<file path="src/rtl/tick_gen_ctrl.sv">
// tick_gen_ctrl: run/pause/clear controller and prescaler feeding the upcount
// counter. Emits a one-cycle o_enable every DIV running clocks and a one-cycle
// o_clear that drives the counter's reset.
// Optional build macro TICK_GEN_ONESHOT_EN adds i_oneshot and the DONE state,
// which stops the block once the counter consumes its final tick (i_last).

module tick_gen_ctrl #(
  parameter  int DIV = 50,
  localparam int PW  = (DIV > 1) ? $clog2(DIV) : 1
) (
  input  logic clk,
  input  logic sreset,
  input  logic i_start,
  input  logic i_stop,
  input  logic i_clear,
`ifdef TICK_GEN_ONESHOT_EN
  input  logic i_oneshot,
`endif
  input  logic i_last,
  output logic o_enable,
  output logic o_clear,
  output logic o_running,
  output logic o_done
);

  typedef enum logic [1:0] {
    ST_IDLE,
    ST_RUN,
    ST_PAUSED,
    ST_DONE
  } state_t;

  // Terminal prescaler value; p wraps here so it never reaches DIV.
  localparam logic [PW-1:0] P_MAX = PW'(DIV - 1);

  state_t        state;
  logic [PW-1:0] p;
  logic          p_wrap;
  logic          oneshot_hit;

  assign p_wrap = (p == P_MAX);

`ifdef TICK_GEN_ONESHOT_EN
  // The counter is consuming its final tick on this edge.
  assign oneshot_hit = i_oneshot & o_enable & i_last;
`else
  logic last_unused;
  assign last_unused = i_last;
  assign oneshot_hit = 1'b0;
`endif

  // Control FSM with prescaler and registered outputs; clear beats stop beats start.
  always_ff @(posedge clk or posedge sreset) begin
    if (sreset) begin
      state     <= ST_IDLE;
      p         <= '0;
      o_enable  <= 1'b0;
      o_clear   <= 1'b0;
      o_running <= 1'b0;
      o_done    <= 1'b0;
    end else begin
      o_enable <= 1'b0;
      o_clear  <= 1'b0;
      if (i_clear) begin
        state     <= ST_IDLE;
        p         <= '0;
        o_clear   <= 1'b1;
        o_running <= 1'b0;
        o_done    <= 1'b0;
      end else begin
        case (state)
          ST_IDLE: begin
            if (i_start) begin
              state     <= ST_RUN;
              p         <= '0;
              o_running <= 1'b1;
            end
          end
          ST_RUN: begin
            if (oneshot_hit) begin
              state     <= ST_DONE;
              p         <= '0;
              o_running <= 1'b0;
              o_done    <= 1'b1;
            end else if (i_stop) begin
              state     <= ST_PAUSED;
              o_running <= 1'b0;
            end else begin
              p        <= p_wrap ? '0 : p + PW'(1);
              o_enable <= p_wrap;
            end
          end
          ST_PAUSED: begin
            if (i_start) begin
              state     <= ST_RUN;
              o_running <= 1'b1;
            end
          end
`ifdef TICK_GEN_ONESHOT_EN
          ST_DONE: begin
            o_done <= 1'b1;
          end
`endif
          default: begin
            state     <= ST_IDLE;
            p         <= '0;
            o_running <= 1'b0;
            o_done    <= 1'b0;
          end
        endcase
      end
    end
  end

endmodule

</file>
<file path="config.mk">
export PLATFORM = sky130hd
export DESIGN_NAME = tick_gen_ctrl
export DESIGN_NICKNAME = d
export VERILOG_FILES = /design/src/rtl/tick_gen_ctrl.sv
export SDC_FILE = /design/constraint.sdc
export NUM_CORES = 1
export LEC_CHECK = 0
export ABC_AREA = 1
export ABC_CLOCK_PERIOD_IN_PS = 1630
export CORE_AREA = 2 2 39 41
export DETAILED_ROUTE_END_ITERATION = 16
export DIE_AREA = 0 0 41 43
export PLACE_DENSITY = 0.67
export RECOVER_POWER = 25
export SYNTH_ARGS = -nofsm -noshare
export SYNTH_HDL_FRONTEND = slang
export SYNTH_SLANG_ARGS = --single-unit
export TNS_END_PERCENT = 50
</file>
<file path="constraint.sdc">
create_clock -name clk -period 1.63 [get_ports clk]
set_input_delay 0.326 -clock clk [delete_from_list [all_inputs] [get_ports clk]]
set_output_delay 0.326 -clock clk [all_outputs]
set_load 0.01 [all_outputs]
</file>
==> flow_summary.ini, run 1 <==
[floorplan]
num_io_pins = 10
start_util_pct = 40.9
die_h_um = 43
core-area_um2 = 1380
die-area_um2 = 1760
num_rows = 14
fp.dieW_um = 41

[setup_path]
startpoint_type = flip-flop
critical_path_class = reg -> out
worst_path_max_delay_cell = clkdlybuf4s50_1
crit_path_max_incr_delay_ps = 540
arrival_ps = 1190
cp.required_ps = 1300
crit_family = buffers and inverters
cp_max_fo = 3
worstSetupEndpointType = primary output
cp_num_buf_inv = 1
path_cells = clkdlybuf4s50_1

[clock_network]
cts.htree.levels = 1
clkTransAtPathRegs_ps = 70
clock_tree.root_cell = clkbuf_4
cts_num_sinks = 10
cts_buffers = 3
ctsHoldBuffers = 0
clock_path_buffers = 2
insertion_delay_ps = 270
cts_tree = built
cts_setup_buffers = 0
cts_resized = 0

[finish]
area_growth_syn_to_layout_pct = 23.9
nNetsFinal = 96
fin_cells = 102
drive_gt1_share_pct = 16.3
num_antenna_cells = 0

[sta]
tns_ps = 0
finalSetupViolations = 0
finalCritPeriodShare_pct = 92.8
period_minus_slack_ps = 1510
fmax_mhz = 661
fin_skew_ps = 6.73
rsz0062_at_grt = no
finalHoldViolCount = 0
finalMaxSlewViolations = 0

[drt]
routedWlPerCell_um = 10.6
drcViolationCount = 0
firstDrtPassIters = 4
drt-total-wl_um = 1090
via_per_inst = 4.77
via_count = 487
postRouteAntennaNets = 0
drt_iter0_drc = 17

[yosys]
synth_ff_type = dfrtp_1
yosysWarnings = 0
syn_inst = 73
syn_area_um2 = 566
synth.distinct_cells = 18
synth.area.top_cells = dfrtp_1 (44%), inv_1 (10%), nand2_1 (10%), nand3_1 (6.2%), nor2_1 (4.6%)
syn_area_per_cell_um2 = 7.75
async_flop_share_pct = 100
synthTopCellsByCount = inv_1 (15), nand2_1 (15), dfrtp_1 (10), nand3_1 (7), nor2_1 (7)
synth_edf_count = 0
seq_area_frac_synth_pct = 44.2
yosys.area.top_type = dfrtp_1
syn_nets = 81
yosysTopAreaCellShare_pct = 44.2
synth-seq-cells = 10

[pwr]
p_sw_share_pct = 27.0
leakage_nw = 0.375
power-per-cell-area_nw_per_um2 = 736
ir_drop_mv = 0.311
p_int_mw = 0.376
p_total_mw = 0.516
seqPwrFrac_pct = 50.7
combPwrFrac_pct = 15.7
p_switching_mw = 0.139
p_clk_share_pct = 33.6

[placed_design]
hpwl_um = 877
gp_congestion = 0.709
io_buffers = 7
dp_cells = 99

[global_routing]
grt_pass1_wl_um = 1810
grt_pass1_vias = 459
antenna_found_initial = 0
grt_use_total_pct = 16.3
overflow = 0
grt_max_degree = 11

[worst_hold_path]
min_path_type = in -> async

[flow_run]
cap_violations = 0

[status]
status = complete, no violations
## layer usage
metal  global-route usage [%]  share of wire [%]
met2                     24.1                 50
met1                     18.8                 45
met3                     3.14                1.2
met5                        0                  0
met4                     14.0                3.4
## path summary, 6_finish.rpt
path / startpoint / depth (start not counted) / to / slack, ps
worst min register to register: p[0]$_DFFE_PP0P_ / 1 / p[0]$_DFFE_PP0P_ / 550
worst min-delay path: sreset / 2 / o_clear$_DFF_PP0_ / 460
worst max register to register: p[1]$_DFFE_PP0P_ / 9 / p[5]$_DFFE_PP0P_ / 360
worst max-delay path: state[0]$_DFFE_PP0P_ / 1 / o_running / 120
max in group asynchronous: sreset / 2 / p[0]$_DFFE_PP0P_ / 890
min in group clk: p[0]$_DFFE_PP0P_ / 1 / p[0]$_DFFE_PP0P_ / 550
## cells by family after synthesis
| logic type | Yosys count | share of synthesized area, % |
|---|---|---|
| buffers and inverters | 17 | 12.4 |
| adder cells (fa/ha/maj) | 2 | 4.42 |
| AND/OR/NAND/NOR | 37 | 32.1 |
| flip-flops | 10 | 44.2 |
| AO/OA/AOI/OAI | 6 | 6.19 |
| other | 1 | 0.663 |
## layout make-up
| cell class | instances | area, um^2 |
|---|---|---|
| Fill cell | 130 | 683 |
| Inverter | 16 | 62.6 |
| Sequential cell | 10 | 250 |
| Clock buffer | 3 | 22.5 |
| Tap cell | 16 | 20.0 |
| Multi-Input combinational cell | 46 | 245 |
| Timing Repair Buffer | 11 | 100 |
## metrics by stage
step | hold WS (ps) | area (um^2) | worst slack, ps | utilization [%]
2_1_floorplan | 166 | 566 | 476 | -
3_3_place_gp | 526 | 678 | 20.4 | 49.0
3_5_place_dp | 544 | 678 | 0.0580 | 49.0
4_1_cts | 338 | 701 | 108 | 50.6
5_1_grt | 523 | 701 | 99.2 | 50.6
6_report | 464 | 701 | 118 | 50.6
## power groups by stage
stage	logic [mW]	registers, mW	clock network [mW]
floorplan	0.0474	0.267	0
global placement	0.0801	0.266	0
finish	0.0811	0.261	0.173
global route	0.0908	0.262	0.193
detailed placement	0.0820	0.266	0
CTS	0.0825	0.261	0.178
## layout by cell type (no fill, tap or decap), types with 2 or more instances in the layout
cell,n
a21oi_1,2
nor2_1,7
ha_1,2
inv_1,15
nand2_2,2
nand2_1,15
dfrtp_1,10
nand4_1,3
nand3_1,7
clkdlybuf4s50_1,6
clkbuf_4,3
nand2_4,2
buf_4,4
## registers in the layout (all words and copies together), names as in the netlist
register and cells:
p 6, state 2, o_clear 1, o_enable 1
Power figures use the tool's default switching activity.
==> inputs of run 2 (changes only) <==
--- a/config.mk
+++ b/config.mk
@@ -7,11 +7,13 @@
 export LEC_CHECK = 0
 export ABC_AREA = 1
 export ABC_CLOCK_PERIOD_IN_PS = 1630
+export CAP_MARGIN = 15
 export CORE_AREA = 2 2 39 41
 export DETAILED_ROUTE_END_ITERATION = 16
 export DIE_AREA = 0 0 41 43
 export PLACE_DENSITY = 0.67
 export RECOVER_POWER = 25
+export SLEW_MARGIN = 25
 export SYNTH_ARGS = -nofsm -noshare
 export SYNTH_HDL_FRONTEND = slang
 export SYNTH_SLANG_ARGS = --single-unit
==> results of run 2 <==
Same layout as run 1: the final DEF is identical, and so are final timing and power.
